### config.mk
export PLATFORM = sky130hd
export DESIGN_NAME = dmem_access_ctrl
export DESIGN_NICKNAME = d
export VERILOG_FILES = /design/src/rtl/dmem_access_ctrl_pkg.sv /design/src/rtl/dmem_access_ctrl_lane_align.sv /design/src/rtl/dmem_access_ctrl.sv
export SDC_FILE = /design/constraint.sdc
export NUM_CORES = 1
export LEC_CHECK = 0
export ABC_CLOCK_PERIOD_IN_PS = 2100
export CORE_MARGIN = 2
export CORE_UTILIZATION = 43
export CTS_CLUSTER_DIAMETER = 30
export DETAILED_ROUTE_END_ITERATION = 16
export GPL_ROUTABILITY_DRIVEN = 0
export PLACE_DENSITY = 0.77
export SLEW_MARGIN = 10
export SYNTH_ARGS = -nofsm -noshare
export SYNTH_HDL_FRONTEND = slang
export SYNTH_HIERARCHICAL = 1
export SYNTH_SLANG_ARGS = --single-unit
### constraint.sdc
create_clock -name clk -period 2.1 [get_ports clk]
set_clock_uncertainty 0.05 [all_clocks]
set_input_delay 0.315 -clock clk [delete_from_list [all_inputs] [get_ports clk]]
set_output_delay 0.315 -clock clk [all_outputs]
set_load 0.005 [all_outputs]
### src/rtl/dmem_access_ctrl_pkg.sv
// Shared definitions for the data-memory access controller: size codes,
// FSM state encoding, port indices and the latched request payload.
package dmem_access_ctrl_pkg;

  localparam int unsigned MEM_AW = 6;
  localparam int unsigned DATA_W = 32;

  localparam logic [1:0] SZ_B = 2'b00;
  localparam logic [1:0] SZ_H = 2'b01;
  localparam logic [1:0] SZ_W = 2'b10;

  localparam logic PORT0 = 1'b0;
  localparam logic PORT1 = 1'b1;

  typedef enum logic [1:0] {
    ST_IDLE   = 2'd0,
    ST_ACCESS = 2'd1,
    ST_RMW_WR = 2'd2,
    ST_RESP   = 2'd3
  } state_t;

  // Request fields captured at grant; the word address lives in the mem_addr register
  typedef struct packed {
    logic              we;
    logic [1:0]        size;
    logic              uns;
    logic [1:0]        lane;
    logic [DATA_W-1:0] wdata;
  } req_t;

  // Half needs addr[0]==0, word needs addr[1:0]==0; size 11 behaves as word
  function automatic logic is_misaligned(input logic [1:0] size, input logic [1:0] lane);
    case (size)
      SZ_B:    return 1'b0;
      SZ_H:    return lane[0];
      default: return (lane != 2'b00);
    endcase
  endfunction

  function automatic logic is_subword(input logic [1:0] size);
    return (size == SZ_B) || (size == SZ_H);
  endfunction

endpackage

### src/rtl/dmem_access_ctrl_lane_align.sv
// Combinational lane logic: extracts and extends load data from a memory
// word, and merges sub-word store data into a memory word (little-endian).
module dmem_access_ctrl_lane_align
  import dmem_access_ctrl_pkg::*;
(
  input  logic [1:0]  i_size,
  input  logic        i_uns,
  input  logic [1:0]  i_lane,
  input  logic [31:0] i_word,
  input  logic [31:0] i_wdata,
  output logic [31:0] o_load,
  output logic [31:0] o_merged
);

  logic [7:0]  w_byte;
  logic [15:0] w_half;

  // Select the addressed byte and half of the memory word
  always_comb begin
    w_byte = i_word[7:0];
    case (i_lane)
      2'd1:    w_byte = i_word[15:8];
      2'd2:    w_byte = i_word[23:16];
      2'd3:    w_byte = i_word[31:24];
      default: w_byte = i_word[7:0];
    endcase
    w_half = i_lane[1] ? i_word[31:16] : i_word[15:0];
  end

  // Zero- or sign-extend the selected lane for loads
  always_comb begin
    o_load = i_word;
    case (i_size)
      SZ_B:    o_load = i_uns ? {24'd0, w_byte} : {{24{w_byte[7]}}, w_byte};
      SZ_H:    o_load = i_uns ? {16'd0, w_half} : {{16{w_half[15]}}, w_half};
      default: o_load = i_word;
    endcase
  end

  // Replace the addressed lane with right-aligned store data
  always_comb begin
    o_merged = i_word;
    case (i_size)
      SZ_B: begin
        case (i_lane)
          2'd1:    o_merged[15:8]  = i_wdata[7:0];
          2'd2:    o_merged[23:16] = i_wdata[7:0];
          2'd3:    o_merged[31:24] = i_wdata[7:0];
          default: o_merged[7:0]   = i_wdata[7:0];
        endcase
      end
      SZ_H: begin
        if (i_lane[1]) o_merged[31:16] = i_wdata[15:0];
        else           o_merged[15:0]  = i_wdata[15:0];
      end
      default: o_merged = i_wdata;
    endcase
  end

endmodule

### src/rtl/dmem_access_ctrl.sv
// Shares a 64x32 word memory between a CPU load/store port (0) and a
// loader port (1); byte/half/word accesses, sub-word stores via RMW.
// Optional feature macro: MISALIGN_TRAP_EN (misaligned half/word accesses
// skip memory and respond with rN_err; otherwise they are silently aligned).
module dmem_access_ctrl
  import dmem_access_ctrl_pkg::*;
#(
  parameter int unsigned ADDR_W     = 8,
  parameter int unsigned PRIO_FIXED = 0
) (
  input  logic              clk,
  input  logic              rst,
  input  logic              r0_req,
  input  logic              r0_we,
  input  logic [1:0]        r0_size,
  input  logic              r0_uns,
  input  logic [ADDR_W-1:0] r0_addr,
  input  logic [31:0]       r0_wdata,
  output logic              r0_gnt,
  output logic              r0_rvalid,
  output logic [31:0]       r0_rdata,
  output logic              r0_err,
  input  logic              r1_req,
  input  logic              r1_we,
  input  logic [1:0]        r1_size,
  input  logic              r1_uns,
  input  logic [ADDR_W-1:0] r1_addr,
  input  logic [31:0]       r1_wdata,
  output logic              r1_gnt,
  output logic              r1_rvalid,
  output logic [31:0]       r1_rdata,
  output logic              r1_err,
  output logic              mem_read,
  output logic              mem_write,
  output logic [5:0]        mem_addr,
  output logic [31:0]       mem_wdata,
  input  logic [31:0]       mem_rdata
);

  state_t              r_state;
  req_t                r_req;
  logic                r_port;
  logic                r_last;
  logic                r_mis;
  logic                r_mem_read;
  logic                r_mem_write;
  logic [MEM_AW-1:0]   r_mem_addr;
  logic [DATA_W-1:0]   r_mem_wdata;
  logic [DATA_W-1:0]   r_rdata0;
  logic [DATA_W-1:0]   r_rdata1;
  logic                r_rvalid0;
  logic                r_rvalid1;
  logic                r_err0;
  logic                r_err1;

  logic                w_idle;
  logic                w_any;
  logic                w_pick1;
  logic                w_sel_mis;
  req_t                w_sel;
  logic [MEM_AW-1:0]   w_sel_waddr;
  logic [DATA_W-1:0]   w_load;
  logic [DATA_W-1:0]   w_merged;

  // Arbitration: round-robin prefers the port not granted last; fixed mode favours port 0
  assign w_idle  = (r_state == ST_IDLE) && !rst;
  assign w_any   = r0_req || r1_req;
  assign w_pick1 = (PRIO_FIXED != 0) ? (r1_req && !r0_req)
                                     : (r1_req && (!r0_req || (r_last == PORT0)));

  // Grant is the arbiter decision in the sampling cycle, so it cannot be registered
  assign r0_gnt = w_idle && w_any && !w_pick1;
  assign r1_gnt = w_idle && w_any && w_pick1;

  // Mux the winning requester's fields
  always_comb begin
    w_sel       = '0;
    w_sel_waddr = '0;
    if (w_pick1) begin
      w_sel.we    = r1_we;
      w_sel.size  = r1_size;
      w_sel.uns   = r1_uns;
      w_sel.lane  = r1_addr[1:0];
      w_sel.wdata = r1_wdata;
      w_sel_waddr = MEM_AW'(r1_addr >> 2);
    end else begin
      w_sel.we    = r0_we;
      w_sel.size  = r0_size;
      w_sel.uns   = r0_uns;
      w_sel.lane  = r0_addr[1:0];
      w_sel.wdata = r0_wdata;
      w_sel_waddr = MEM_AW'(r0_addr >> 2);
    end
  end

`ifdef MISALIGN_TRAP_EN
  assign w_sel_mis = is_misaligned(w_sel.size, w_sel.lane);
`else
  assign w_sel_mis = 1'b0;
`endif

  dmem_access_ctrl_lane_align u_lane_align (
    .i_size   (r_req.size),
    .i_uns    (r_req.uns),
    .i_lane   (r_req.lane),
    .i_word   (mem_rdata),
    .i_wdata  (r_req.wdata),
    .o_load   (w_load),
    .o_merged (w_merged)
  );

  // Access sequencer: IDLE -> ACCESS -> [RMW_WR] -> RESP -> IDLE, registered outputs
  always_ff @(posedge clk) begin
    if (rst) begin
      r_state     <= ST_IDLE;
      r_req       <= '0;
      r_port      <= PORT0;
      r_last      <= PORT1;
      r_mis       <= 1'b0;
      r_mem_read  <= 1'b0;
      r_mem_write <= 1'b0;
      r_mem_addr  <= '0;
      r_mem_wdata <= '0;
      r_rdata0    <= '0;
      r_rdata1    <= '0;
      r_rvalid0   <= 1'b0;
      r_rvalid1   <= 1'b0;
      r_err0      <= 1'b0;
      r_err1      <= 1'b0;
    end else begin
      r_mem_read  <= 1'b0;
      r_mem_write <= 1'b0;
      r_rvalid0   <= 1'b0;
      r_rvalid1   <= 1'b0;
      r_err0      <= 1'b0;
      r_err1      <= 1'b0;
      case (r_state)
        ST_IDLE: begin
          if (w_any) begin
            r_port     <= w_pick1;
            r_last     <= w_pick1;
            r_req      <= w_sel;
            r_mis      <= w_sel_mis;
            r_mem_addr <= w_sel_waddr;
            if (!w_sel_mis) begin
              r_mem_read <= 1'b1;
              if (w_sel.we && !is_subword(w_sel.size)) begin
                r_mem_write <= 1'b1;
                r_mem_wdata <= w_sel.wdata;
              end
            end
            r_state <= ST_ACCESS;
          end
        end
        ST_ACCESS: begin
          if (!r_mis && r_req.we && is_subword(r_req.size)) begin
            // Merge against the word read this cycle; the merged word is what gets written
            r_mem_write <= 1'b1;
            r_mem_wdata <= w_merged;
            r_state     <= ST_RMW_WR;
          end else begin
            if (!r_mis && !r_req.we) begin
              if (r_port == PORT1) r_rdata1 <= w_load;
              else                 r_rdata0 <= w_load;
            end
            r_rvalid0 <= (r_port == PORT0);
            r_rvalid1 <= (r_port == PORT1);
            r_err0    <= r_mis && (r_port == PORT0);
            r_err1    <= r_mis && (r_port == PORT1);
            r_state   <= ST_RESP;
          end
        end
        ST_RMW_WR: begin
          r_rvalid0 <= (r_port == PORT0);
          r_rvalid1 <= (r_port == PORT1);
          r_state   <= ST_RESP;
        end
        ST_RESP: r_state <= ST_IDLE;
        default: r_state <= ST_IDLE;
      endcase
    end
  end

  assign r0_rvalid = r_rvalid0;
  assign r1_rvalid = r_rvalid1;
  assign r0_rdata  = r_rdata0;
  assign r1_rdata  = r_rdata1;
  assign r0_err    = r_err0;
  assign r1_err    = r_err1;
  assign mem_read  = r_mem_read;
  // A reset arriving during a write cycle must keep that write out of memory
  assign mem_write = r_mem_write && !rst;
  assign mem_addr  = r_mem_addr;
  assign mem_wdata = r_mem_wdata;

endmodule

==> impl_metrics.py <==
metrics = {
    "synth": {
        "synth-edff-count": 0,
        "async_flop_share": 0,
        "seq_area_frac_synth": 0.376,
        "synth_ff_type": "dfxtp_1",
        "ys_types": 48,
        "synthCells": 949,
        "ys_seq_elements": 148,
        "syn_avg_cell_area_um2": 8.31,
        "synth_warnings": 6,
        "synth.cell_area_um2": 7890,
    },
    "die": {
        "io_pins": 234,
        "core_um2": 18000,
        "die_h_um": 139,
        "die_x_um": 139,
        "start_util": 0.439,
        "die_area_um2": 19400,
        "std_cell_rows": 49,
    },
    "timing": {
        "hold_viol": 0,
        "final_max_slew_viol_count": 0,
        "fin_ws_ps": 26.3,
        "setup_violations": 0,
        "min_period_ps": 2070,
        "worst_pin_slew_ps": 703,
        "fin_setup_tns_ps": 0,
        "max_slew_margin": 0.532,
        "max_freq_mhz": 482,
        "rsz0062_at_grt": "yes",
        "min_period_over_period": 0.987,
        "timing.hold.ws_ps": 122,
    },
    "outcome": {
        "status": "finished, final reports clean",
    },
    "setup_path": {
        "cp.arrival_ps": 2340,
        "start_kind": "input port",
        "cp.required_ps": 2370,
        "crit_path_end_kind": "flip-flop",
        "critical_path.max_fanout": 22,
        "crit_type": "input port to flip-flop",
    },
    "clocking": {
        "post-cts-setup-buffer-count": 0,
        "cts_tree": "built",
        "postCtsHoldBufs": 0,
        "cts.path.max_buffers": 2,
        "clock_sinks": 148,
        "cts_max_level": 4,
        "cts_buffers": 17,
        "path_clk_slew_ps": 60,
        "insertion_delay_ps": 430,
        "root_buffer": "clkbuf_16",
    },
    "placed_design": {
        "hpwl_mm": 18.7,
        "post-place-ws_ps": -396,
        "dp.cells": 1399,
        "io_buffer_count": 231,
    },
    "global_routing": {
        "grt_max_degree": 150,
        "grt_pass1_wl_mm": 40.3,
        "track_usage": 0.260,
        "grt_pass1_vias": 7561,
        "antenna_found_initial": 0,
        "overflow": 0,
    },
    "layout": {
        "num-fill-cells": 1479,
        "syn2layout_area_growth_pct": 46.2,
        "fin_nets": 1319,
        "fin_cells": 1433,
        "antenna_cells": 0,
        "layout-drive-gt1-share": 0.135,
        "fin_util": 0.642,
    },
    "drt": {
        "routed_wirelength_mm": 26.1,
        "first_pass_iters": 5,
        "via_per_inst": 5.58,
        "drtAntennaViolNets": 0,
        "remaining_drc_errors": 0,
        "vias": 7997,
        "routedWlPerCell_um": 18.2,
        "first_iter_violations": 654,
    },
    "run": {
        "max_cap_violations": 0,
    },
    "power_and_ir_drop": {
        "vdd_drop_max_v": 0.00101,
        "p_leak_nw": 4.55,
        "powerDensity_nw_per_um2": 1310,
    },
    "worst_hold_path": {
        "worstHoldPathType": "input port to flip-flop",
    },
}
final cells by class:
| type | instances | area [µm²] | area share |
|---|---|---|---|
| clock buffers | 24 | 492 | 0.0426 |
| clock inverters | 8 | 194 | 0.0168 |
| inverters | 6 | 22.5 | 0.00195 |
| multi-input cells | 709 | 4580 | 0.397 |
| flip-flops and latches | 148 | 2960 | 0.257 |
| well taps | 229 | 287 | 0.0248 |
| repair buffers | 309 | 3000 | 0.260 |
sequential cells by signal (all words and copies together), names as in the netlist:
| signal | cells |
|---|---|
| r_req | 38 |
| r1_rdata | 32 |
| mem_addr | 6 |
| r0_rvalid | 1 |
| r_mem_write | 1 |
| mem_read | 1 |
| r_port | 1 |
| mem_wdata | 32 |
| r1_rvalid | 1 |
| r_state | 2 |
| r0_rdata | 32 |
| r_last | 1 |
synth_stat cells, types with 2 or more instances:
cell type,instances,area (µm²)
buf_6,4,45.0
or3_1,2,12.5
buf_1,7,26.3
nand2_1,175,657
nor2_1,88,330
ha_1,4,50.1
nand3_1,32,160
mux2_4,19,285
inv_1,6,22.5
buf_2,13,65.1
dfxtp_1,148,2960
nand3b_1,2,15.0
nor3b_1,2,15.0
clkbuf_1,58,218
mux2_1,14,158
o221ai_1,16,140
and2_1,3,18.8
nor3_1,15,75.1
nor2b_1,24,150
a211oi_1,52,390
mux2_2,15,169
and3_1,9,56.3
a32o_1,7,70.1
mux2i_1,88,881
o21a_1,13,97.6
nand2b_1,4,25.0
a211o_1,7,61.3
o21ai_0,21,105
a221o_1,8,80.1
or2_2,3,18.8
a21oi_1,67,335
buf_4,7,52.6
critical path, stage by stage:
cell	delay [ps]
clkdlybuf4s50_1	460
a21boi_4	230
mux2_4	320
a2111o_2	490
buf_12	180
mux2_1	320
metrics by stage:
stage                     cell area, µm²  total power (W)
final                              11500           0.0151
after global routing               11500           0.0158
after CTS                          11500           0.0149
after detailed placement           10800           0.0113
after global placement             10800           0.0112
after floorplan                     7890          0.00842
layout by cell type (no fill, tap or decap), types with 2 or more instances in the layout:
cell type        instances
a211o_1                  7
a211oi_1                52
a21oi_1                 67
a221o_1                  8
a32o_1                   7
and2_1                   3
and3_1                   8
buf_12                   7
buf_4                   68
buf_6                    3
bufinv_16                6
clkbuf_1                 3
clkbuf_16               17
clkbuf_8                 4
clkdlybuf4s50_1        227
conb_1                   2
dfxtp_1                148
ha_1                     3
inv_1                    4
inv_2                    2
mux2_1                  13
mux2_2                  15
mux2_4                  20
mux2i_1                 86
mux2i_2                  2
nand2_1                175
nand2b_1                 4
nand3_1                 32
nand3b_1                 2
nor2_1                  88
nor2b_1                 24
nor3_1                  14
o21a_1                  12
o21ai_0                 21
o221ai_1                16
o32a_4                   2
or2_2                    3
or3_1                    2
final timing paths:
check        slack (ps)                startpoint  cells after the start                         end
max                  30                    r0_req                      6  mem_wdata[12]$_SDFFE_PP0P_
min                 120                       rst                      2    mem_addr[1]$_SDFFE_PP0P_
max reg2reg          70    r_req[35]$_SDFFE_PP0P_                      6   r1_rdata[16]$_SDFFE_PP0P_
min reg2reg         400  r0_rdata[7]$_SDFFE_PP0P_                      2    r0_rdata[7]$_SDFFE_PP0P_
power breakdown:
part / switching, W / internal (W) / total, W
sequential: 0.000639 / 0.00364 / 0.00428
clock: 0.00117 / 0.00236 / 0.00353
combinational: 0.00361 / 0.00366 / 0.00727
metal layers:
layer  global-route usage  up-vias  wire length (µm)
li1                     -     3822                 -
met1                0.332     3748             10900
met2                0.433      370             12400
met3               0.0564       57              2090
met4               0.0952        0               713
met5                    0        -                 0
what timing repair did:
| item | CTS | global route |
|---|---|---|
| cloned | 0 | 2 |
| pin swaps | 0 | 2 |
| setup endpoints to repair | 2 | 27 |
| gates resized for setup | 5 | 13 |
cells by family after synthesis:
family	count (synthesis)	share of synthesized area
AND/OR/NAND/NOR	364	0.200
AO/OA/AOI/OAI	201	0.174
flip-flops	148	0.376
multiplexers	136	0.189
buffers and inverters	95	0.0544
adder cells (fa/ha/maj)	4	0.00634
other	1	0.000475
Power figures use the tool's default switching activity.
